$ cat config.mk
export PLATFORM = sky130hd
export DESIGN_NAME = i2s_to_parallel_flat
export DESIGN_NICKNAME = d
export VERILOG_FILES = /design/src/rtl/i2s_pkg.sv /design/src/rtl/i2s_to_parallel_if.sv /design/src/rtl/i2s_shift_in.sv /design/src/rtl/i2s_to_parallel.sv /design/src/flat_wrapper.sv
export SDC_FILE = /design/constraint.sdc
export NUM_CORES = 1
export LEC_CHECK = 0
export ABC_AREA = 1
export CAP_MARGIN = 25
export CORE_ASPECT_RATIO = 1.25
export CORE_MARGIN = 4
export CORE_UTILIZATION = 45
export DETAILED_ROUTE_END_ITERATION = 16
export MAX_ROUTING_LAYER = met4
export PLACE_DENSITY = 0.68
export SYNTH_ARGS = -nofsm -noshare
export SYNTH_HDL_FRONTEND = slang
export SYNTH_SLANG_ARGS = --single-unit
$ cat constraint.sdc
create_clock -name BCLK -period 1.24 [get_ports BCLK]
set_clock_uncertainty 0.05 [all_clocks]
set_input_delay 0.124 -clock BCLK [delete_from_list [all_inputs] [get_ports BCLK]]
set_output_delay 0.124 -clock BCLK [all_outputs]
set_load 0.005 [all_outputs]
$ cat src/rtl/i2s_pkg.sv
// Shared I2S definitions: default word length, channel tags and the receive state encoding.
// Used by both the I2S receiver and the parallel-to-I2S transmitter.
package i2s_pkg;

  localparam int DEF_WORD_LEN = 16;

  typedef enum logic {
    CH_L = 1'b0,
    CH_R = 1'b1
  } channelT;

  typedef enum logic [1:0] {
    SYNC  = 2'd0,
    SHIFT = 2'd1,
    DONE  = 2'd2
  } rxStateT;

endpackage

$ cat src/rtl/i2s_to_parallel_if.sv
// Serial-in / parallel-out bundle of the I2S receiver.
// The master side drives serial data and the handshake; the slave side is the receiver.
interface i2s_to_parallel_if
  import i2s_pkg::*;
#(
    parameter int WORD_LEN = DEF_WORD_LEN
);

    logic                LRCLK;
    logic                SDATA;
    logic                ready;
    logic                ovr_clr;
    logic [WORD_LEN-1:0] left_out;
    logic [WORD_LEN-1:0] right_out;
    logic                valid;
    logic                overrun;
    logic                frame_err;

    modport master (
        output LRCLK, SDATA, ready, ovr_clr,
        input  left_out, right_out, valid, overrun, frame_err
    );

    modport slave (
        input  LRCLK, SDATA, ready, ovr_clr,
        output left_out, right_out, valid, overrun, frame_err
    );

endinterface

$ cat src/rtl/i2s_shift_in.sv
// Bit counter and MSB-first shift register for one channel slot.
// wordDone strobes on the edge that samples the final bit; word is valid in that same cycle.
module i2s_shift_in
    import i2s_pkg::*;
#(
    parameter int WORD_LEN = DEF_WORD_LEN,
    parameter int CNT_W    = 6
) (
    input  logic                clk,
    input  logic                rst_n,
    input  logic                chEdge,
    input  logic                shiftEn,
    input  logic                sdata,
    output logic [WORD_LEN-1:0] word,
    output logic                wordDone
);

    localparam logic [CNT_W-1:0] LAST_BIT = CNT_W'(WORD_LEN - 1);

    logic [WORD_LEN-2:0] shiftReg;
    logic [CNT_W-1:0]    bitCnt;

    assign word     = {shiftReg, sdata};
    assign wordDone = shiftEn && !chEdge && (bitCnt == LAST_BIT);

    always_ff @(posedge clk or negedge rst_n) begin
        if (!rst_n) begin
            shiftReg <= '0;
            bitCnt   <= '0;
        end else if (chEdge) begin
            // The edge cycle carries the I2S delay bit, so nothing is shifted in.
            bitCnt <= '0;
        end else if (shiftEn) begin
            shiftReg <= word[WORD_LEN-2:0];
            bitCnt   <= bitCnt + 1'b1;
        end
    end

endmodule

$ cat src/rtl/i2s_to_parallel.sv
// Philips I2S receiver: frames slots on LRCLK edges, pairs left/right words and
// presents each pair on a valid/ready port with sticky overrun and framing flags.
module i2s_to_parallel
    import i2s_pkg::*;
#(
    parameter int   WORD_LEN   = DEF_WORD_LEN,
    parameter logic LEFT_LEVEL = 1'b0,
    parameter int   CNT_W      = 6
) (
    input logic               BCLK,
    input logic               RST_N,
    i2s_to_parallel_if.slave  bus
);

    rxStateT             state;
    channelT             curCh;
    logic                lrQ;
    logic                lOk;
    logic                pairPend;
    logic [WORD_LEN-1:0] holdL;
    logic [WORD_LEN-1:0] holdR;
    logic [WORD_LEN-1:0] word;
    logic                chEdge;
    logic                shiftEn;
    logic                wordDone;
    logic                stalled;

    assign chEdge  = (bus.LRCLK != lrQ);
    assign shiftEn = (state == SHIFT);
    assign stalled = bus.valid && !bus.ready;

    i2s_shift_in #(
        .WORD_LEN(WORD_LEN),
        .CNT_W   (CNT_W)
    ) u_shiftIn (
        .clk     (BCLK),
        .rst_n   (RST_N),
        .chEdge  (chEdge),
        .shiftEn (shiftEn),
        .sdata   (bus.SDATA),
        .word    (word),
        .wordDone(wordDone)
    );

    // Slot framing, word capture and left/right pairing.
    always_ff @(posedge BCLK or negedge RST_N) begin
        if (!RST_N) begin
            state         <= SYNC;
            curCh         <= CH_L;
            lrQ           <= 1'b0;
            lOk           <= 1'b0;
            pairPend      <= 1'b0;
            holdL         <= '0;
            holdR         <= '0;
            bus.frame_err <= 1'b0;
        end else begin
            lrQ      <= bus.LRCLK;
            // NOTE: a default before the branches keeps pairPend a one-cycle pulse
            // without repeating the clear in every path.
            pairPend <= 1'b0;
            if (chEdge) begin
                if (state == SHIFT) begin
                    bus.frame_err <= 1'b1;
                    lOk           <= 1'b0;
                end
                state <= SHIFT;
                curCh <= (bus.LRCLK == LEFT_LEVEL) ? CH_L : CH_R;
            end else if (wordDone) begin
                state <= DONE;
                if (curCh == CH_L) begin
                    holdL <= word;
                    lOk   <= 1'b1;
                end else begin
                    holdR <= word;
                    if (lOk) begin
                        pairPend <= 1'b1;
                        lOk      <= 1'b0;
                    end
                end
            end
        end
    end

    // Output pair register and handshake; a pair arriving while stalled is dropped.
    always_ff @(posedge BCLK or negedge RST_N) begin
        if (!RST_N) begin
            bus.left_out  <= '0;
            bus.right_out <= '0;
            bus.valid     <= 1'b0;
            bus.overrun   <= 1'b0;
        end else begin
            if (pairPend && stalled) begin
                bus.overrun <= 1'b1;
            end else if (bus.ovr_clr) begin
                bus.overrun <= 1'b0;
            end

            if (pairPend && !stalled) begin
                bus.left_out  <= holdL;
                bus.right_out <= holdR;
                bus.valid     <= 1'b1;
            end else if (bus.valid && bus.ready) begin
                bus.valid <= 1'b0;
            end
        end
    end

endmodule

$ cat src/flat_wrapper.sv
// flat-port wrapper written by rule: the top's interface ports become plain ports
module i2s_to_parallel_flat import i2s_pkg::*;
#(
    parameter int   WORD_LEN   = DEF_WORD_LEN,
    parameter logic LEFT_LEVEL = 1'b0,
    parameter int   CNT_W      = 6
)
  (BCLK, RST_N, bus_LRCLK, bus_SDATA, bus_ready, bus_ovr_clr, bus_left_out, bus_right_out, bus_valid, bus_overrun, bus_frame_err);
  i2s_to_parallel_if #(.WORD_LEN(WORD_LEN)) bus_i ();
  input logic BCLK;
  input logic RST_N;
  input wire logic [$bits(bus_i.LRCLK)-1:0] bus_LRCLK;
  input wire logic [$bits(bus_i.SDATA)-1:0] bus_SDATA;
  input wire logic [$bits(bus_i.ready)-1:0] bus_ready;
  input wire logic [$bits(bus_i.ovr_clr)-1:0] bus_ovr_clr;
  output wire logic [$bits(bus_i.left_out)-1:0] bus_left_out;
  output wire logic [$bits(bus_i.right_out)-1:0] bus_right_out;
  output wire logic [$bits(bus_i.valid)-1:0] bus_valid;
  output wire logic [$bits(bus_i.overrun)-1:0] bus_overrun;
  output wire logic [$bits(bus_i.frame_err)-1:0] bus_frame_err;
  assign bus_i.LRCLK = bus_LRCLK;
  assign bus_i.SDATA = bus_SDATA;
  assign bus_i.ready = bus_ready;
  assign bus_i.ovr_clr = bus_ovr_clr;
  assign bus_left_out = bus_i.left_out;
  assign bus_right_out = bus_i.right_out;
  assign bus_valid = bus_i.valid;
  assign bus_overrun = bus_i.overrun;
  assign bus_frame_err = bus_i.frame_err;
  i2s_to_parallel #(.WORD_LEN(WORD_LEN), .LEFT_LEVEL(LEFT_LEVEL), .CNT_W(CNT_W)) u_core (.BCLK(BCLK), .RST_N(RST_N), .bus(bus_i));
endmodule
Yosys cells after proc, flatten, opt, wreduce, memory -nomap -nowiden. Cells that the tools add are included.

Memories: 0. Output and inout port bits: 35. Latch bits: 0. Bits in writable memories: 0. Bits of input ports: 6. Register bits after elaboration: 94. Word-level logic and storage cells: 56. ROM bits: 0.

Bitwise gates (word level): 2. Multiply operators: 0. Shift-type cells: 0. Reduce and logical (&&, ||, !) cells: 18. $add $sub $neg: 1. Eq/ne operators: 4. Mux-type cells: 17. Order comparisons: 0. Divide/modulo/power cells: 0.

Operators with widths (count): 1-bit 2-to-1 mux (13); 6-bit 2-to-1 mux (2); 2-bit nonzero test (4); 6-bit by 1-bit adder with 6-bit output (second input constant) (1); 6-bit by 4-bit == test with 1-bit output (second input constant) (1); 1-bit logical AND (6); 2-bit AND reduction (3); 3-bit AND reduction (2); 2-bit 2-to-1 mux (2); 1-bit logical NOT (3); 2-bit by 1-bit == test with 1-bit output (second input constant) (1); 2-bit by 1-bit != test with 1-bit output (second input constant) (1); 1-bit NOT (2); 1-bit != test (1).

Logic depth before layout (Yosys ltp).
Depth in word-level cells: 6. Gate-level depth with buffers: 8. Gate-level depth less buffers: 7.

Cells and area by module. Synthesis repeated with hierarchy kept, for this count alone.

Cell total of the unflattened synthesis: 423. Area, all modules: 3880.0 um^2.

By module, submodules not included: i2s_to_parallel (instances 1, area each 2972.9 um^2, seq. area each 1826.8 um^2, cells each 319); i2s_shift_in (instances 1, area each 907.1 um^2, seq. area each 525.5 um^2, cells each 104).

Least setup slack after synthesis. Ideal clock, no wire load.

Path kind: register to register. Start: reg u_core.u_shiftIn.bitCnt[0]. End: reg u_core.holdL[10]. Setup time: 116 ps. Slack: -110 ps. Cell stages (with the launch flop): 8. Buffers on the path: 1. Data arrival time: 1183 ps. Data required time: 1074 ps. Clock period less this slack: 1350 ps. Cells stage by stage: dfrtp_1 > ha_1 > nand3_1 > nor2_2 > nand3_4 > buf_6 > nand2_1 > nand2_1.

Cells in the longest elaborated chain, start to end: 3.

RTL lines: start: declaration (RTL line i2s_shift_in.sv:21) `logic [CNT_W-1:0] bitCnt;`; start signal: assignment (RTL line i2s_shift_in.sv:35) `bitCnt <= bitCnt + 1'b1;`; 6-bit by 4-bit == test with 1-bit output (RTL line i2s_shift_in.sv:24) `assign wordDone = shiftEn && !chEdge && (bitCnt == LAST_BIT);`; 1-bit logical AND (RTL line i2s_shift_in.sv:24); 3-bit AND reduction (no source line); end signal: assignment (RTL line i2s_to_parallel.sv:71) `holdL <= word;`; end: declaration (RTL line i2s_to_parallel.sv:20) `logic [WORD_LEN-1:0] holdL;`.

No other way between the ends. A chain may end at the register's enable or synchronous reset.

Worst setup path after layout.
Start: reg u_core.u_shiftIn.bitCnt[1]. End: reg u_core.holdR[8].

Cells in the longest elaborated chain, start to end: 3.

RTL lines: 6-bit by 4-bit == test with 1-bit output (RTL line i2s_shift_in.sv:24); 1-bit logical AND (RTL line i2s_shift_in.sv:24); 3-bit AND reduction (no source line); end signal: assignment (RTL line i2s_to_parallel.sv:74) `holdR <= word;`; end: declaration (RTL line i2s_to_parallel.sv:21) `logic [WORD_LEN-1:0] holdR;`.

No other way between the ends.

==> results.sh <==
export IMPL_status="finished, violations left"
export IMPL_violations="setup timing"
export IMPL_wl_mm=9.08
export IMPL_intPower_mw=4.27
export IMPL_antenna_left=0
export IMPL_path_class="flip-flop to flip-flop"
export IMPL_finalPower_mw=5.83
export IMPL_r2r_end="u_core.holdR[8]"
export IMPL_syn2layout_area_growth_pct=35.2
export IMPL_fin_nets=514
export IMPL_synth_top_flop_cell="dfrtp_1"
export IMPL_grt_pass1_wl_mm=14.6
export IMPL_grt_overflow=0
export IMPL_rsz0062_at_grt="true"
export IMPL_drtIter0Drc=175
export IMPL_tritoncts="done"
export IMPL_antenna_found_initial=0
export IMPL_power_density_nw_per_um2=1120
export IMPL_syn_cell_area_um2=3850
export IMPL_viasPerCell=5.12
export IMPL_hold_viol=0
export IMPL_layout_drive_gt1_share_pct=22.3
export IMPL_instances_no_fill=609
export IMPL_comb_power_share_pct=9.4
export IMPL_async_reset_ff_share_pct=100
export IMPL_n_antenna_cell=0
export IMPL_syn_nets=427
export IMPL_rows=37
export IMPL_period_minus_slack_ps=1420
export IMPL_fin_ws_ps=-181
export IMPL_clock_sinks=94
export IMPL_fmax_mhz=704
export IMPL_finalSetupViolCount=43
export IMPL_max_cap_violations=0
export IMPL_die_x_um=90.7
export IMPL_clk_pin_slew_ps=90
export IMPL_synth_edf_count=0
export IMPL_cts_buffer_depth=2
export IMPL_vias=3121
export IMPL_h_tree_depth=3
export IMPL_placed_cells=560
export IMPL_most_common_layout_cells="nand2_1 (184), dfrtp_1 (93), nand3_1 (57)"
export IMPL_synth_cell_type_count=22
export IMPL_drc=0
export IMPL_cts_buffers=9
export IMPL_rr_startpoint="u_core.u_shiftIn.bitCnt[1]"
export IMPL_start_kind="flip-flop"
export IMPL_synth_seq_cells=94
export IMPL_nFillCells=681
export IMPL_syn_area_per_cell_um2=9.17
export IMPL_design_die_area_um2=10100
export IMPL_synth_seq_area_share_pct=61.1
export IMPL_netlist_instances=420
export IMPL_peakVddDrop_mv=0.557
export IMPL_slew_headroom_pct=82.3
export IMPL_wire_per_inst_um=14.9
export IMPL_pwr_share_clk_pct=32.5
export IMPL_track_usage_pct=18.7
export IMPL_switchingPower_mw=1.56
export IMPL_switching_share_pct=26.8
export IMPL_rr_worst_depth=8
export IMPL_layout_commonest_cell="nand2_1"
export IMPL_ioPinCount=41
export IMPL_clk_latency_ps=370
export IMPL_grt_max_degree=42
export IMPL_power_leakage_nw=2.85
export IMPL_die_y_um=111
export IMPL_p_seq_share_pct=58.1
export IMPL_grt_pass1_vias=3125
export IMPL_crit_arrival_ps=1690
export IMPL_fp_coreArea_um2=8290
export IMPL_cts_root_buf="clkbuf_8"
export IMPL_hold_class="primary input to async pin"
export IMPL_slew_violations=0
export IMPL_cp_end_kind="flip-flop"
export IMPL_start_util_pct=46.5
export IMPL_reg2reg_slack_ps=-180
export IMPL_yosysWarnings=0
export IMPL_tightest_slew_ps=266
export IMPL_drtPass1Iterations=4
export IMPL_final_util_pct=62.8
export IMPL_port_buffers=40
export IMPL_place_congestion=0.820
export IMPL_place_hpwl_mm=5.47
export IMPL_crit_required_ps=1510
export IMPL_finalCritPeriodShare_pct=115
export IMPL_worstPathMaxFanout=11
[cell families (layout without fill, tap and decap cells)]
family                   Yosys count  count (layout)  synth area share (%)
AND/OR/NAND/NOR                  280             282                  32.5
AO/OA/AOI/OAI                      9               9                  1.33
XOR/XNOR                           1               1                 0.227
adder cells (fa/ha/maj)            1               1                 0.325
buffers and inverters             35             125                  4.52
flip-flops                        94              94                  61.1
[worst max-delay path, stage by stage, from the launching register on]
cell and delay, ps:
dfrtp_1 390, ha_4 180, nand2_4 50, nor2_4 120
nand2_4 80, nor2_8 170, buf_12 160, nand3_1 80
nand2_1 80
[sequential cells by signal, indices dropped and copies added (netlist names)]
register,cells
u_core.bus.frame_err,1
u_core.bus.left_out,16
u_core.bus.overrun,1
u_core.bus.right_out,16
u_core.bus.valid,1
u_core.curCh,1
u_core.holdL,16
u_core.holdR,16
u_core.lOk,1
u_core.lrQ,1
u_core.pairPend,1
u_core.state,2
u_core.u_shiftIn.bitCnt,6
u_core.u_shiftIn.shiftReg,15
[metrics by stage]
| step | cell area [um2] | setup TNS (ps) | hold slack [ps] | setup slack, ps |
|---|---|---|---|---|
| floorplan | 3890 | -2500 | -222 | -89.2 |
| global placement | 4570 | -17570 | -42.3 | -346 |
| detailed placement | 4570 | -19660 | -36.1 | -403 |
| CTS | 4950 | -4920 | 102 | -171 |
| global route | 5200 | -9490 | 112 | -273 |
| finish | 5200 | -5760 | 107 | -181 |
[per-layer routing]
| metal | wire length (um) | share of wire, % | up-vias | track usage [%] |
|---|---|---|---|---|
| met1 | 3740 | 41 | 1525 | 20.9 |
| met2 | 4700 | 52 | 64 | 32.2 |
| met4 | 250 | 2.8 | 0 | 8.17 |
| met5 | 0 | 0 | - | - |
| li1 | - | - | 1512 | - |
| met3 | 386 | 4.3 | 20 | 3.78 |
[final cells by class]
cell class	instances	area (um2)	area share, %
Sequential cell	94	2350	45.2
Multi-Input combinational cell	293	1540	29.5
Timing Repair Buffer	94	955	18.3
Clock buffer	13	159	3.05
Tap cell	97	121	2.33
Inverter	15	61.3	1.18
Clock inverter	3	18.8	0.361
[power groups by stage]
stage,Clock (mW),Sequential [mW],Combinational (mW)
5_1_grt,2.08,3.41,0.608
2_1_floorplan,0,3.37,0.224
3_5_place_dp,0,3.43,0.434
4_1_cts,1.92,3.37,0.490
3_3_place_gp,0,3.42,0.420
6_report,1.90,3.39,0.549
[cell usage after synthesis (2+ instances only)]
cell,number,share of area [%]
nor2_1,9,0.88
o21ai_0,6,0.78
nand2_2,3,0.49
inv_2,2,0.20
nor2_4,2,0.58
nor2_8,2,1.0
clkbuf_1,11,1.1
nand2_1,186,18
buf_6,5,1.5
dfrtp_1,94,61
nand3_1,70,9.1
inv_1,13,1.3
buf_2,4,0.52
nand3_4,3,1.4
nor2_2,2,0.32
o22ai_1,2,0.32
[worst max-delay path by stage]
stage | start | end | slack (ps)
2_1_floorplan | u_core.u_shiftIn.bitCnt[0] | u_core.holdL[10] | -90
3_3_place_gp | bus_LRCLK | u_core.holdL[4] | -350
3_5_place_dp | bus_LRCLK | u_core.holdL[10] | -400
4_1_cts | u_core.u_shiftIn.bitCnt[1] | u_core.holdR[6] | -170
5_1_grt | u_core.u_shiftIn.bitCnt[1] | u_core.holdL[5] | -270
6_report | u_core.u_shiftIn.bitCnt[1] | u_core.holdR[8] | -180
[what timing repair did]
action	CTS	global route
gates resized for setup	55	38
hold endpoints to repair	94	0
pin swaps	2	7
hold buffers	1	0
buffers inserted	20	8
gates cloned	1	4
endpoints found under the setup margin	74	74
Note: power is estimated with default switching activity, not from simulation.
==> RTL edit: new RTL, config.mk and constraints unchanged <==
Reset style: synchronous (`RST_N` and `rst_n`), changed in 3 clocked blocks.
--- a/src/rtl/i2s_shift_in.sv
+++ b/src/rtl/i2s_shift_in.sv
@@ -24,5 +24,5 @@
     assign wordDone = shiftEn && !chEdge && (bitCnt == LAST_BIT);
 
-    always_ff @(posedge clk or negedge rst_n) begin
+    always_ff @(posedge clk) begin
         if (!rst_n) begin
             shiftReg <= '0;
--- a/src/rtl/i2s_to_parallel.sv
+++ b/src/rtl/i2s_to_parallel.sv
@@ -44,5 +44,5 @@
 
     // Slot framing, word capture and left/right pairing.
-    always_ff @(posedge BCLK or negedge RST_N) begin
+    always_ff @(posedge BCLK) begin
         if (!RST_N) begin
             state         <= SYNC;
@@ -83,5 +83,5 @@
 
     // Output pair register and handshake; a pair arriving while stalled is dropped.
-    always_ff @(posedge BCLK or negedge RST_N) begin
+    always_ff @(posedge BCLK) begin
         if (!RST_N) begin
             bus.left_out  <= '0;
Formal check against the unedited RTL: differs if RST_N is asserted again (counterexample within 4 cycles, from zero or initial values and one cycle with RST_N low); with RST_N held inactive, the same outputs for 10 cycles.
==> RTL edit against the unedited design <==
The flow still finishes with violations (negative setup slack); utilization is 0.63 points higher; total power is 6.0% lower; synthesized area is 6.4% lower; sequential cell count stayed put; design area is 5.0% lower; maximum frequency is 0.45% higher; non-clock buffer count is 7 lower; worst setup slack better by 0.0064 ns; sequential share of layout area is 6.7 points lower; wire length is 8.1% lower; count of clock-buffer cells in the layout is 2 lower.
==> RTL edit: results (changes against the unedited design) <==
stage;metric;value;unit;change
power;Sw Share;25.1;%;was 26.8%
place;GP Congestion;0.772;;was 0.820
route;drc violations;0;;unchanged
route;via count;3163;;was 3121
critical_path;Top delay family on crit path;simple AND/OR/NAND/NOR gates;;unchanged
route;DR iter-0 viols;184;;was 175
global_routing;met2 usage;30.0;%;was 32.2%
global_routing;vias in the first global route;2858;;was 3125
sta;WHS;0.0301;ns;was 0.107 ns
logic_synthesis;YS warnings;0;;unchanged
critical_path;crit path to;u_core.holdL[10];;was u_core.holdR[8]
critical_path;critical path data arrival time;1.65;ns;was 1.69 ns
critical_path;type of origin of the critical path;flop;;unchanged
critical_path;slowest stage delay, CP;0.37;ns;was 0.39 ns
critical_path;RR Startpoint;u_core.state[0];;was u_core.u_shiftIn.bitCnt[1]
global_routing;met1 Use GR;20.1;%;was 20.9%
min_path;Hold Crit Class;in -> reg;;was in -> async
sta;final setup vio count;48;;was 43
final_layout;Nets;540;;was 514
route;Met2 Wirelength;4370;um;was 4700 um
global_routing;initial antenna violation count;0;;unchanged
place;Post-DP HPWL;4960;um;was 5470 um
logic_synthesis;Post-synth top cells;dfxtp_1, nor2_1, nand2_1, a21oi_1, o21ai_0;;was nand2_1, dfrtp_1, nand3_1, inv_1, clkbuf_1
run_status;violated checks;negative setup slack;;unchanged
final_layout;most common cell after layout, fill and taps aside;nor2_1;;was nand2_1
logic_synthesis;sequential fraction of the synthesis area;52.2;%;was 61.1%
global_routing;met3 Use GR;4.42;%;was 3.78%
critical_path;Reg2Reg Capture Point;u_core.holdL[10];;was u_core.holdR[8]
final_layout;ant diodes;0;;unchanged
logic_synthesis;Synth cell types;27;;was 22
route;DRT met1 WL;3360;um;was 3740 um
place;Port Buffers;40;;unchanged
logic_synthesis;FFs w/ async S/R, synth;0;%;was 100%
logic_synthesis;top cells by area, synth;dfxtp_1, nor2_1, a21oi_1;;was dfrtp_1, nand2_1, nand3_1
route;DRT antenna net count;0;;unchanged
route;routed length per placed instance;13.2;um;was 14.9 um
min_path;hold path cells;3;;
global_routing;first-pass GRT wire length;13000;um;was 14600 um
power;maximum VDD drop;0.000781;V;was 0.000557 V
final_layout;share of layout cells above drive strength 1;26.0;%;was 22.3%
sta;Worst-Margin Slew;0.390;ns;was 0.266 ns
global_routing;largest net degree at the start of global routing;49;;was 42
route;uppermost routed layer;met4;;unchanged
global_routing;GRT Total Usage;18.0;%;was 18.7%
critical_path;Reg2Reg Depth;9;;was 8
route;metal3 WL;343;um;was 386 um
run_status;status;finished with violations;;unchanged
clocking;clk_lat worst skew;0.36;ns;
critical_path;Slowest cell on crit path;dfxtp_4;;was dfrtp_1
sta;Fin Setup TNS;-3.35;ns;was -5.76 ns
power;LEAKAGE;2.24;nW;was 2.85 nW
critical_path;CP Max Fanout;5;;was 11
logic_synthesis;Post-Syn Nets;469;;was 427
sta;final setup margin;-0.174;ns;was -0.181 ns
-- RTL edit: layout make-up --
| type | instances | area [sq um] |
|---|---|---|
| inverter | 48 | 190 |
| sequential | 94 | 1910 |
| clock buffer | 11 | 151 |
| tap | 95 | 119 |
| clock inverter | 5 | 33.8 |
| timing repair buffer | 87 | 937 |
| fill | 661 | 2850 |
| multi-input combinational | 293 | 1610 |
-- RTL edit: what timing repair did --
item,CTS,global route
pin swaps,19,16
resized for setup,98,40
setup buffers,10,4
setup endpoints to repair,85,59
gates cloned,5,3
-- RTL edit: kinds of logic after synthesis --
family          count (synthesis)  share of synthesized area [%]
simple gates                  183                           22.6
flops                          94                           52.2
compound gates                108                           15.3
fa+ha+maj                       1                          0.347
buf+inv                        75                           9.37
xor+xnor                        1                          0.243
-- RTL edit: power by group through the flow --
stage / sequential, mW / combinational (mW) / clock, mW
CTS: 3.11 / 0.411 / 1.95
global route: 3.12 / 0.516 / 2.08
detailed placement: 3.18 / 0.349 / 0
finish: 3.12 / 0.479 / 1.89
floorplan: 3.17 / 0.213 / 0
global placement: 3.17 / 0.342 / 0
-- RTL edit: metrics by stage --
| step | area (sq um) | util [%] | worst slack (ns) | std cells | power, mW |
|---|---|---|---|---|---|
| global route | 4940 | 63.4 | -0.260 | 633 | 5.72 |
| global placement | 4280 | 54.9 | -0.339 | 599 | 3.52 |
| floorplan | 3640 | - | -0.0122 | 462 | 3.38 |
| CTS | 4780 | 61.3 | -0.155 | 630 | 5.47 |
| finish | 4940 | 63.4 | -0.174 | 633 | 5.48 |
| detailed placement | 4280 | 54.9 | -0.379 | 599 | 3.53 |
-- RTL edit: worst min-delay path, cell delays in order --
cell and delay (ns):
dlymetal6s2s_1 0.18, nand2_1 0.08, inv_1 0.03
